`config.mk`:
```
export PLATFORM = sky130hd
export DESIGN_NAME = countdown_display
export DESIGN_NICKNAME = d
export VERILOG_FILES = /design/src/rtl/traffic_pkg.sv /design/src/rtl/bin2bcd_seq.sv /design/src/rtl/countdown_display.sv
export SDC_FILE = /design/constraint.sdc
export NUM_CORES = 1
export LEC_CHECK = 0
export CAP_MARGIN = 0
export CORE_ASPECT_RATIO = 2
export CORE_MARGIN = 8
export CORE_UTILIZATION = 30
export DETAILED_ROUTE_END_ITERATION = 12
export PLACE_DENSITY = 0.51
export SLEW_MARGIN = 20
export SYNTH_ARGS = -nofsm -noshare
export SYNTH_HDL_FRONTEND = slang
export SYNTH_SLANG_ARGS = --single-unit
```
`constraint.sdc`:
```
create_clock -name clk -period 1.9 [get_ports clk]
set_input_delay 0.19 -clock clk [delete_from_list [all_inputs] [get_ports clk]]
set_output_delay 0.19 -clock clk [all_outputs]
set_load 0.01 [all_outputs]
```
`src/rtl/traffic_pkg.sv`:
```
// Shared types and constants for the traffic-light seconds display path:
// converter states, special BCD codes and 7-segment patterns (bit0 = a .. bit6 = g).
package traffic_pkg;

  typedef enum logic [1:0] {
    IDLE,
    SHIFT,
    COMMIT
  } conv_state_t;

  localparam logic [3:0] BCD_DASH  = 4'hA;
  localparam logic [3:0] BCD_BLANK = 4'hF;

  localparam logic [6:0] SEG_0    = 7'h3F;
  localparam logic [6:0] SEG_1    = 7'h06;
  localparam logic [6:0] SEG_2    = 7'h5B;
  localparam logic [6:0] SEG_3    = 7'h4F;
  localparam logic [6:0] SEG_4    = 7'h66;
  localparam logic [6:0] SEG_5    = 7'h6D;
  localparam logic [6:0] SEG_6    = 7'h7D;
  localparam logic [6:0] SEG_7    = 7'h07;
  localparam logic [6:0] SEG_8    = 7'h7F;
  localparam logic [6:0] SEG_9    = 7'h6F;
  localparam logic [6:0] SEG_DASH = 7'h40;
  localparam logic [6:0] SEG_OFF  = 7'h00;

  localparam logic [6:0] MAX_DISPLAY = 7'd99;
  localparam int         SHIFT_STEPS = 7;

  // Active-high segment pattern for a BCD code; BLANK and unused codes are dark.
  function automatic logic [6:0] seg_decode(input logic [3:0] code);
    logic [6:0] seg;
    case (code)
      4'd0:     seg = SEG_0;
      4'd1:     seg = SEG_1;
      4'd2:     seg = SEG_2;
      4'd3:     seg = SEG_3;
      4'd4:     seg = SEG_4;
      4'd5:     seg = SEG_5;
      4'd6:     seg = SEG_6;
      4'd7:     seg = SEG_7;
      4'd8:     seg = SEG_8;
      4'd9:     seg = SEG_9;
      BCD_DASH: seg = SEG_DASH;
      default:  seg = SEG_OFF;
    endcase
    return seg;
  endfunction

endpackage

```
`src/rtl/bin2bcd_seq.sv`:
```
// Sequential shift-add-3 converter: 7-bit binary to two BCD digits, one bit per cycle.
// Values above the displayable range commit DASH to both digits after the same latency.
module bin2bcd_seq
  import traffic_pkg::*;
(
  input  logic       clk,
  input  logic       rst_n,
  input  logic [6:0] value_i,
  output logic [3:0] tens_o,
  output logic [3:0] ones_o,
  output logic       busy_o,
  output logic       done_o
);

  conv_state_t state_q, state_d;
  logic [6:0]  cap_q;
  logic [6:0]  bin_q;
  logic [7:0]  bcd_q;
  logic [2:0]  iter_q;
  logic [3:0]  tens_q, ones_q;
  logic        start;
  logic [7:0]  bcd_adj;
  logic [14:0] shifted;

  // Only an idle converter looks at the input, so values seen while busy are dropped.
  assign start = (state_q == IDLE) && (value_i != cap_q);

  always_comb begin
    bcd_adj = bcd_q;
    if (bcd_q[3:0] >= 4'd5) bcd_adj[3:0] = bcd_q[3:0] + 4'd3;
    if (bcd_q[7:4] >= 4'd5) bcd_adj[7:4] = bcd_q[7:4] + 4'd3;
  end

  assign shifted = {bcd_adj, bin_q} << 1;

  always_ff @(posedge clk or negedge rst_n) begin
    if (!rst_n) state_q <= IDLE;
    else        state_q <= state_d;
  end

  always_comb begin
    state_d = state_q;
    case (state_q)
      IDLE:    if (start) state_d = SHIFT;
      SHIFT:   if (iter_q == 3'(SHIFT_STEPS - 1)) state_d = COMMIT;
      COMMIT:  state_d = IDLE;
      default: state_d = IDLE;
    endcase
  end

  always_ff @(posedge clk or negedge rst_n) begin
    if (!rst_n) begin
      cap_q  <= '0;
      bin_q  <= '0;
      bcd_q  <= '0;
      iter_q <= '0;
      tens_q <= '0;
      ones_q <= '0;
    end else begin
      case (state_q)
        IDLE: begin
          if (start) begin
            cap_q  <= value_i;
            bin_q  <= value_i;
            bcd_q  <= '0;
            iter_q <= '0;
          end
        end
        SHIFT: begin
          bcd_q  <= shifted[14:7];
          bin_q  <= shifted[6:0];
          iter_q <= iter_q + 3'd1;
        end
        COMMIT: begin
          if (cap_q > MAX_DISPLAY) begin
            tens_q <= BCD_DASH;
            ones_q <= BCD_DASH;
          end else begin
            tens_q <= bcd_q[7:4];
            ones_q <= bcd_q[3:0];
          end
        end
        default: ;
      endcase
    end
  end

  assign tens_o = tens_q;
  assign ones_o = ones_q;
  assign busy_o = (state_q != IDLE);
  assign done_o = (state_q == COMMIT);

endmodule

```
`src/rtl/countdown_display.sv`:
```
// Two-digit multiplexed 7-segment display for the traffic-light seconds counter,
// with leading-zero blanking, over-range dashes and a warning blink.
module countdown_display
  import traffic_pkg::*;
#(
  parameter int pSCAN_DIV    = 1000,
  parameter int pBLINK_SLOTS = 256,
  parameter int pACTIVE_LOW  = 1,
  parameter int pBLANK_LZ    = 1
) (
  input  logic       clk,
  input  logic       rst_n,
  input  logic       en_i,
  input  logic [6:0] value_i,
  input  logic       warn_i,
  output logic [6:0] seg_o,
  output logic [1:0] dig_o,
  output logic       busy_o
);

  localparam int             PW         = (pSCAN_DIV > 1) ? $clog2(pSCAN_DIV) : 1;
  localparam int             BW         = $clog2(pBLINK_SLOTS + 1);
  localparam logic [PW-1:0]  PRESC_LAST = PW'(pSCAN_DIV - 1);
  localparam logic [BW-1:0]  BLINK_LAST = BW'(pBLINK_SLOTS - 1);
  localparam logic           INV        = (pACTIVE_LOW != 0);

  logic [PW-1:0] presc_q;
  logic [BW-1:0] blink_q;
  logic          sel_q;
  logic          phase_q;
  logic [3:0]    tens, ones;
  logic [3:0]    code;
  logic          dark;
  logic [6:0]    seg_q;
  logic [1:0]    dig_q;

  bin2bcd_seq u_conv (
    .clk     (clk),
    .rst_n   (rst_n),
    .value_i (value_i),
    .tens_o  (tens),
    .ones_o  (ones),
    .busy_o  (busy_o),
    .done_o  ()
  );

  // Refresh prescaler; each wrap ends a digit slot and advances the blink timer.
  always_ff @(posedge clk or negedge rst_n) begin
    if (!rst_n) begin
      presc_q <= '0;
      sel_q   <= 1'b0;
      blink_q <= '0;
      phase_q <= 1'b0;
    end else if (presc_q == PRESC_LAST) begin
      presc_q <= '0;
      sel_q   <= ~sel_q;
      if (blink_q == BLINK_LAST) begin
        blink_q <= '0;
        phase_q <= ~phase_q;
      end else begin
        blink_q <= blink_q + BW'(1);
      end
    end else begin
      presc_q <= presc_q + PW'(1);
    end
  end

  always_comb begin
    code = ones;
    if (sel_q) begin
      code = tens;
      if ((pBLANK_LZ != 0) && (tens == 4'd0)) code = BCD_BLANK;
    end
  end

  assign dark = !en_i || (warn_i && phase_q);

  // Scanning and conversion keep running while dark so re-enabling shows current digits.
  always_ff @(posedge clk or negedge rst_n) begin
    if (!rst_n) begin
      seg_q <= {7{INV}};
      dig_q <= {2{INV}};
    end else if (dark) begin
      seg_q <= {7{INV}};
      dig_q <= {2{INV}};
    end else begin
      seg_q <= seg_decode(code) ^ {7{INV}};
      dig_q <= (sel_q ? 2'b10 : 2'b01) ^ {2{INV}};
    end
  end

  assign seg_o = seg_q;
  assign dig_o = dig_q;

endmodule

```
==> results by group, run 1 <==
Die
  – Ports: 21
  – Die area: 14370 um2
  – Initial core utilization: 0.3060
  – # rows: 53
  – Die height: 161.7 um
  – Core area: 10410 um2
  – Horiz. Die Dim: 88.87 um

Synthesis
  – Mapped Area: 3186 um2
  – Commonest register cell after synthesis: dfrtp_1
  – FFs w/ async S/R, synth: 1.000
  – Flops & latches, synth: 65
  – Ys Warns: 0
  – Sequential share of the synthesized area: 0.5141
  – Syn Area/Cell: 10.28 um2
  – Netlist cell types: 45
  – Syn_nets: 334
  – Number of synthesized flops with an enable pin: 0
  – Synthesized instance count: 310

Run
  – Max cap viols: 0

Finish
  – Finished Layout Cells: 498
  – Inserted Diodes: 0
  – Proportion of layout cells with a drive suffix above 1: 0.1468
  – Final core occ: 0.3847
  – Nets: 380
  – Area growth syn-to-layout: 25.73%

Detailed routing
  – WL/cell: 13.68 um
  – Via count: 2400
  – DRC Markers: 0
  – Drt via density: 4.819
  – Detailed router's first-iteration violation count: 68
  – Final wirelength: 6814 um
  – Pre-antenna DRT Iters: 4
  – Post-DRT Antenna Nets: 0

Min path
  – Min-Delay Path Class: input port to asynchronous set/reset pin

STA
  – Worst-Margin Slew: 0.6192 ns
  – RSZ-0062 raised after global routing: no
  – Final Hold Fails: 0
  – Skew final: 0.006326 ns
  – FMAX: 561.7 MHz
  – Max Slew Vio Count: 0
  – Rel. slew slack: 0.5867
  – Final setup violation count: 0
  – Fin crit period: 1.780 ns
  – Final Cycle Share: 0.9370

Worst setup path
  – CP arrival: 1.59 ns
  – Startpoint types: flop
  – Max stage delay on crit path: 0.49 ns
  – R2R Path Start: u_conv.cap_q[5]$_DFFE_PN0P_
  – Worst setup path class: flop to output pin
  – Crit-path slowest cell: clkdlybuf4s50_1
  – Req. time, crit path: 1.71 ns
  – Setup crit end kind: output pin
  – Max FO, Critical Path: 8
  – Crit path launch: u_conv.state_q[1]$_DFFE_PN0P_
  – Crit-path cells: nor2_1, clkinv_1, clkdlybuf4s50_1

CTS
  – Worst-Skew Late Latency: 0.33 ns
  – # H-tree levels: 3
  – Post-CTS Setup Bufs: 0
  – Clock root buffer: clkbuf_16
  – CTS sink count: 65
  – Clock tree buffer depth: 2
  – Total CTS buffers: 9
  – TritonCTS clock tree: done
  – Clock transition at path regs: 0.06 ns

Power and ir drop
  – Pwr dens: 1418 nW/um2
  – Peak supply drop: 0.0006971 V
  – Leakage power: 0.001754 uW

Placed design
  – Placed cell count: 481
  – PortBufs: 20
  – Gpl congestion: 0.7593
  – HPWL Detailed: 5179 um

Run status
  – Status: finished, final reports clean

Global routing
  – First-pass GRT wire length: 11900 um
  – Congestion Overflow GR: 0
  – Global Route Usage Sum: 0.1067
  – Initial antenna violation count: 0
  – Vias in the first global route: 2506
  – Largest net degree at the start of global routing: 39
## metal layers
metal | wire, um | GRT usage
met1 | 2491 | 0.1055
met2 | 3894 | 0.1921
met3 | 255 | 0.02783
met4 | 172 | 0.05663
met5 | 0 | 0
## cells in the mapped netlist (2+ instances only)
library cell	n	share of area
mux2_2	2	0.0071
dfstp_2	9	0.074
o22a_1	3	0.0082
a31oi_1	2	0.0039
nor3_1	5	0.0079
a21o_1	2	0.0047
mux2i_1	10	0.031
a21oi_1	7	0.011
and2_1	2	0.0039
a22o_1	11	0.030
and3_1	4	0.0079
o22ai_1	3	0.0059
a221o_1	6	0.019
nand2b_1	6	0.012
clkbuf_1	5	0.0059
nand2_1	57	0.067
nand3_1	7	0.011
nand4_1	5	0.0098
or3_1	2	0.0039
o21ai_0	18	0.028
xnor2_1	14	0.038
a21boi_0	2	0.0047
ha_1	13	0.051
inv_1	11	0.013
nor2_1	22	0.026
o311ai_0	2	0.0055
dfrtp_1	56	0.44
xor2_1	7	0.019
## cell type report
class                           instances  area, um2
Clock inverter                          7      95.09
Multi-Input combinational cell        227       1475
Fill cell                            1056       6406
Clock buffer                            9      225.2
Timing Repair Buffer                   41      355.3
Tap cell                              137      171.4
Inverter                               12      45.04
Sequential cell                        65       1638
## cell usage in the layout, fill, tap and decap left out, types with 3 or more instances in the layout
master	n
nand2_1	57
xor2_1	7
buf_4	20
nor3_1	5
and3_1	4
nand4_1	5
a221o_1	6
nand3_1	7
o21ai_0	17
a21oi_1	7
clkinvlp_4	4
nor2_1	21
mux2i_1	10
clkdlybuf4s50_1	19
o22ai_1	3
dfstp_2	9
inv_1	11
xnor2_1	14
clkbuf_16	9
ha_1	13
a22o_1	11
dfrtp_1	56
nand2b_1	6
o22a_1	3
## timing repair
item | in CTS | in global routing
hold endpoints to repair | 56 | 0
gates resized for setup | 0 | 3
hold buffers | 1 | 0
endpoints found under the setup margin | 0 | 5
## registers in the layout, indices dropped and copies added, names as in the netlist, 2 cells and up
name            flops
presc_q            10
blink_q             9
u_conv.bcd_q        8
seg_o               7
u_conv.bin_q        7
u_conv.cap_q        7
u_conv.ones_o       4
u_conv.tens_o       4
u_conv.iter_q       3
dig_o               2
u_conv.state_q      2
## worst max-delay path: cells and delay by family (launching register included)
| family | cells | cell delay (ns) |
|---|---|---|
| buf+inv | 2 | 0.61 |
| flops | 1 | 0.46 |
| simple gates | 1 | 0.19 |
## path summary, 6_finish.rpt
kind,to,slack [ns],cells after the start
setup / recovery,busy_o,0.12,3
hold / removal,blink_q[6]$_DFFE_PN0N_,0.42,3
setup reg to reg,u_conv.bcd_q[1]$_DFFE_PN0P_,0.20,6
hold reg to reg,phase_q$_DFFE_PN0P_,0.47,1
max in group asynchronous,seg_o[3]$_DFF_PN1_,1.08,3
min in group clk,phase_q$_DFFE_PN0P_,0.47,1
## through the flow
stage	power, uW	instance area, um2	setup TNS (ns)	setup slack, ns	hold WS [ns]
floorplan	3338	3186	0	0.05948	-0.1056
global placement	3920	3672	-0.04474	-0.02341	0.2344
detailed placement	3978	3672	-0.4805	-0.06925	0.2384
CTS	5756	4003	0	0.09083	0.4294
global route	6076	4005	0	0.01120	0.4783
finish	5679	4005	0	0.1197	0.4179
## cells by family after synthesis
| logic type | after synthesis | share of synthesized area |
|---|---|---|
| buf+inv | 18 | 0.02357 |
| xor+xnor | 21 | 0.05774 |
| simple gates | 118 | 0.1740 |
| flops | 65 | 0.5141 |
| mux | 12 | 0.03849 |
| fa+ha+maj | 13 | 0.05106 |
| compound gates | 63 | 0.1410 |
## report_power, final
group | internal [uW] | leakage [uW] | switching (uW)
Clock | 1140 | 0.000144 | 606
Sequential | 1810 | 0.000809 | 345
Combinational | 882 | 0.000801 | 888
Note: power is estimated with default switching activity, not from simulation.
==> inputs of run 2 (changes only) <==
--- a/config.mk
+++ b/config.mk
@@ -11,6 +11,7 @@
 export CORE_UTILIZATION = 30
 export DETAILED_ROUTE_END_ITERATION = 12
 export PLACE_DENSITY = 0.51
+export SKIP_CTS_REPAIR_TIMING = 1
 export SLEW_MARGIN = 20
 export SYNTH_ARGS = -nofsm -noshare
 export SYNTH_HDL_FRONTEND = slang
==> run 2 against run 1 <==
Against the previous run: count of clock-buffer cells in the layout unchanged; maximum frequency about the same; clock power about the same; first-iteration DRC count unchanged; worst setup slack about the same; combinational power about the same; routed wire length about the same; utilization unchanged; non-clock buffer count unchanged; clock skew about the same; register-to-register slack about the same; global-route usage unchanged.
==> results by group, run 2 (synthesis results as in run 1) <==
Run status
  – Status: finished, final reports clean

Detailed routing
  – DR top layer: met4
  – Metal1 wirelength: 2488 um
  – Met3 WL post-DR: 255 um
  – Detail Route met2 WL: 3894 um
  – DRC Markers: 0
  – Pre-antenna DRT Iters: 4
  – Post-DRT Antenna Nets: 0
  – Final wirelength: 6811 um
  – Detailed router's first-iteration violation count: 68
  – Via count: 2400
  – WL/cell: 13.68 um
  – Drt via density: 4.819

Placed design
  – Placed cell count: 481
  – Worst slack at placement: -0.06925 ns
  – Gpl congestion: 0.7593
  – PortBufs: 20
  – HPWL Detailed: 5179 um

Worst setup path
  – Worst setup path class: flop to output pin
  – Max FO, Critical Path: 8
  – CP arrival: 1.59 ns
  – Reg-to-reg slack, setup: 0.20 ns
  – Startpoint types: flop
  – Req. time, crit path: 1.71 ns
  – Setup crit end kind: output pin

Die
  – # rows: 53
  – Die area: 14370 um2
  – Die height: 161.7 um
  – Horiz. Die Dim: 88.87 um
  – Ports: 21
  – Initial core utilization: 0.3060
  – Core area: 10410 um2

CTS
  – Clock root buffer: clkbuf_16
  – Worst-Skew Late Latency: 0.33 ns
  – # H-tree levels: 3
  – Clock transition at path regs: 0.06 ns
  – TritonCTS clock tree: done
  – Clock tree buffer depth: 2
  – Total CTS buffers: 9
  – CTS sink count: 65

Power and ir drop
  – Clk pwr share: 0.308
  – Pwr dens: 1418 nW/um2
  – Net switching fraction of the power: 0.3237
  – Int Pwr: 3841 uW
  – P_sw: 1838 uW
  – Leakage power: 0.001754 uW
  – Peak supply drop: 0.0006970 V
  – Sequential Power Share: 0.380
  – Combinational share of power: 0.312

Finish
  – Finished Layout Cells: 498
  – Proportion of layout cells with a drive suffix above 1: 0.1468
  – Area growth syn-to-layout: 25.73%
  – Fillers: 1056
  – Max reg flops: 10
  – Most common cell after layout, fill and taps aside: nand2_1
  – Most frequent cells in the layout: 57 x nand2_1, 56 x dfrtp_1, 21 x nor2_1, 20 x buf_4, 19 x clkdlybuf4s50_1
  – Top flop regs: presc_q (10), blink_q (9), u_conv.bcd_q (8)
  – Inserted Diodes: 0
  – Top reg by flops: presc_q
  – Nets: 380

Global routing
  – Global Route Usage Sum: 0.1067
  – Congestion Overflow GR: 0
  – Largest net degree at the start of global routing: 39
  – First-pass GRT wire length: 11900 um
  – Initial antenna violation count: 0
  – Vias in the first global route: 2494

STA
  – RSZ-0062 raised after global routing: no
  – Max Slew Vio Count: 0
  – FMAX: 561.7 MHz
  – Fin crit period: 1.780 ns
  – Rel. slew slack: 0.5867
  – Final Cycle Share: 0.9370
  – Final WS setup: 0.1197 ns
  – Skew final: 0.006215 ns
  – Worst-Margin Slew: 0.6192 ns
  – Final setup violation count: 0
  – Final Hold Fails: 0

Min path
  – Min-Delay Path Class: input port to asynchronous set/reset pin

Run
  – Max cap viols: 0
run 2: cell counts in the layout (fill, tap and decap cells not counted):
No cell type changed its count.
run 2: final timing paths:
path                                               startpoint  cells past startpoint                          end
worst max-delay path            u_conv.state_q[1]$_DFFE_PN0P_                      3                       busy_o
worst min-delay path                                    rst_n                      3       blink_q[6]$_DFFE_PN0N_
worst max register to register    u_conv.cap_q[5]$_DFFE_PN0P_                      6  u_conv.bcd_q[1]$_DFFE_PN0P_
worst min register to register            phase_q$_DFFE_PN0P_                      1          phase_q$_DFFE_PN0P_
max in group asynchronous                               rst_n                      3           seg_o[3]$_DFF_PN1_
min in group clk                          phase_q$_DFFE_PN0P_                      1          phase_q$_DFFE_PN0P_
run 2: stage by stage:
step / cell area [um2] / total power, uW / hold WS, ns / TNS [ns] / utilization
after floorplan: 3186 / 3338 / -0.1056 / 0 / -
after global placement: 3672 / 3920 / 0.2344 / -0.04474 / 0.3527
after detailed placement: 3672 / 3978 / 0.2384 / -0.4805 / 0.3527
after CTS: 3993 / 5755 / -0.1196 / 0 / 0.3835
after global routing: 4005 / 6076 / 0.4783 / 0 / 0.3847
final: 4005 / 5679 / 0.4181 / 0 / 0.3847
run 2: layer usage:
layer,GRT usage,up-vias
met4,0.05663,0
met1,0.1055,1169
met3,0.02783,13
met2,0.1921,38
li1,-,1180
met5,0,-
run 2: power by group through the flow:
| stage | combinational [uW] | clock, uW | sequential [uW] |
|---|---|---|---|
| 2_1_floorplan | 1200 | 0 | 2130 |
| 3_3_place_gp | 1750 | 0 | 2170 |
| 3_5_place_dp | 1800 | 0 | 2180 |
| 4_1_cts | 1810 | 1790 | 2160 |
| 5_1_grt | 2010 | 1860 | 2210 |
| 6_report | 1770 | 1750 | 2160 |
run 2: area by class of cell:
type                       count  area [um2]  share of cell area
inverter                      12       45.04             0.01125
sequential                    65        1638              0.4089
multi-input combinational    227        1475              0.3683
tap                          137       171.4             0.04280
clock inverter                 7       95.09             0.02374
clock buffer                   9       225.2             0.05623
timing repair buffer          41       355.3             0.08872
run 2: critical path, cell delays in order, from the launching register on:
cell and delay, ns:
dfrtp_1 0.46, nor2_1 0.19, clkinv_1 0.12, clkdlybuf4s50_1 0.49
==> inputs of run 3 (changes only) <==
--- a/config.mk
+++ b/config.mk
@@ -10,6 +10,7 @@
 export CORE_MARGIN = 8
 export CORE_UTILIZATION = 30
 export DETAILED_ROUTE_END_ITERATION = 12
+export MAX_ROUTING_LAYER = met4
 export PLACE_DENSITY = 0.51
 export SKIP_CTS_REPAIR_TIMING = 1
 export SLEW_MARGIN = 20
==> run 3 against run 2 <==
Against the previous run: clock power hardly changed; worst setup slack hardly changed; count of clock-buffer cells in the layout stayed put; flip-flop and latch count stayed put; combinational power hardly changed; sequential share of layout area stayed put; global-route usage is 0.28 points higher; via count is 0.21% higher; non-clock buffer count stayed put; total power hardly changed; die area stayed put; largest cell class unchanged.
==> results by group, run 3 (synthesis results as in run 1) <==
Worst setup path
  – Max stage delay on crit path: 0.49 ns
  – R2R Path Start: u_conv.cap_q[5]$_DFFE_PN0P_
  – CP top delay family: buffers and inverters
  – Setup crit end kind: output pin
  – Crit path buf inv count: 2
  – Reg-to-reg slack, setup: 0.20 ns
  – Worst reg2reg endpoint: u_conv.bcd_q[1]$_DFFE_PN0P_
  – Req. time, crit path: 1.71 ns
  – Max FO, Critical Path: 8
  – CP arrival: 1.59 ns
  – Worst R2R Path Depth: 6
  – Startpoint types: flop
  – Crit-path slowest cell: clkdlybuf4s50_1
  – Crit-path cells: nor2_1, clkinv_1, clkdlybuf4s50_1
  – Worst setup path class: flop to output pin

Finish
  – Most frequent cells in the layout: 57 x nand2_1, 56 x dfrtp_1, 21 x nor2_1, 20 x buf_4, 19 x clkdlybuf4s50_1
  – Top reg by flops: presc_q
  – Area growth syn-to-layout: 25.73%
  – Most common cell after layout, fill and taps aside: nand2_1
  – Max reg flops: 10
  – Nets: 380
  – Top flop regs: presc_q (10), blink_q (9), u_conv.bcd_q (8)
  – Inserted Diodes: 0
  – Proportion of layout cells with a drive suffix above 1: 0.1468

Power and ir drop
  – Peak supply drop: 0.0006984 V
  – Total power: 5680 uW
  – Leakage power: 0.001754 uW
  – Sequential Power Share: 0.380
  – Int Pwr: 3841 uW
  – Combinational share of power: 0.312
  – Pwr dens: 1418 nW/um2
  – Net switching fraction of the power: 0.3238
  – P_sw: 1839 uW
  – Clk pwr share: 0.308

CTS
  – Total CTS buffers: 9
  – Clock tree buffer depth: 2
  – Worst-Skew Late Latency: 0.33 ns
  – TritonCTS clock tree: done
  – CTS sink count: 65
  – Clock transition at path regs: 0.06 ns
  – Clock root buffer: clkbuf_16
  – # H-tree levels: 3

Global routing
  – Initial antenna violation count: 0
  – Largest net degree at the start of global routing: 39
  – First-pass GRT wire length: 11880 um
  – Global Route Usage Sum: 0.1095
  – Congestion Overflow GR: 0
  – Vias in the first global route: 2502

Detailed routing
  – DRC Markers: 0
  – Via count: 2405
  – DR top layer: met4
  – Pre-antenna DRT Iters: 5
  – Met3 WL post-DR: 247 um
  – Drt via density: 4.829
  – Metal1 wirelength: 2536 um
  – Final wirelength: 6845 um
  – Detail Route met2 WL: 3892 um
  – Post-DRT Antenna Nets: 0
  – WL/cell: 13.74 um
  – Detailed router's first-iteration violation count: 80

Die
  – Ports: 21
  – Initial core utilization: 0.3060
  – Die height: 161.7 um
  – Core area: 10410 um2
  – Die area: 14370 um2
  – # rows: 53
  – Horiz. Die Dim: 88.87 um

Run
  – Max cap viols: 0

STA
  – Rel. slew slack: 0.5857
  – Final Cycle Share: 0.9370
  – TNS Setup: 0 ns
  – RSZ-0062 raised after global routing: no
  – FMAX: 561.7 MHz
  – Fin crit period: 1.780 ns
  – Final setup violation count: 0
  – Final Hold Fails: 0
  – Worst-Margin Slew: 0.6208 ns
  – Max Slew Vio Count: 0
  – Skew final: 0.007050 ns

Placed design
  – Gpl congestion: 0.7692
  – HPWL Detailed: 5179 um
  – PortBufs: 20

Run status
  – Status: finished, final reports clean

Min path
  – Min-Delay Path Class: input port to asynchronous set/reset pin
==> run 3: final cells by class <==
cell class,count,area (um2)
clock buffers,9,225.2
flip-flops and latches,65,1638
multi-input cells,227,1475
repair buffers,41,355.3
clock inverters,7,95.09
fillers,1056,6406
well taps,137,171.4
inverters,12,45.04
==> run 3: power groups by stage <==
stage | clock network, uW | registers [uW] | logic, uW
2_1_floorplan | 0 | 2130 | 1200
6_report | 1750 | 2160 | 1770
4_1_cts | 1790 | 2160 | 1810
3_5_place_dp | 0 | 2180 | 1800
3_3_place_gp | 0 | 2170 | 1750
5_1_grt | 1860 | 2210 | 2010
==> run 3: worst max path at each step <==
stage	endpoint	startpoint	depth (start not counted)
floorplan	seg_o[3]$_DFF_PN1_	sel_q$_DFFE_PN0N_	8
global placement	u_conv.iter_q[0]$_DFFE_PN0P_	value_i[4]	7
detailed placement	u_conv.iter_q[0]$_DFFE_PN0P_	value_i[3]	7
CTS	seg_o[4]$_DFF_PN1_	u_conv.tens_o[3]$_DFFE_PN0N_	7
global route	busy_o	u_conv.state_q[1]$_DFFE_PN0P_	3
finish	busy_o	u_conv.state_q[1]$_DFFE_PN0P_	3
==> run 3: per-stage QoR <==
stage / area (um2) / util / hold slack, ns / instances / setup slack [ns]
floorplan: 3186 / - / -0.1056 / 310 / 0.05948
global placement: 3672 / 0.3527 / 0.2344 / 481 / -0.02341
detailed placement: 3672 / 0.3527 / 0.2384 / 481 / -0.06925
CTS: 3993 / 0.3835 / -0.1196 / 497 / 0.09083
global route: 4005 / 0.3847 / 0.4783 / 498 / 0.01121
finish: 4005 / 0.3847 / 0.4202 / 498 / 0.1198
==> run 3: tightest hold or removal path, cell delays in order <==
cell and delay [ns]:
dlygate4sd3_1 0.52, buf_2 0.11, buf_4 0.34
==> run 3: per-layer routing <==
metal / vias up / track usage
met1: 1171 / 0.1051
met2: 40 / 0.1921
met4: 0 / 0.05663
met5: - / -
met3: 14 / 0.02783
li1: 1180 / -
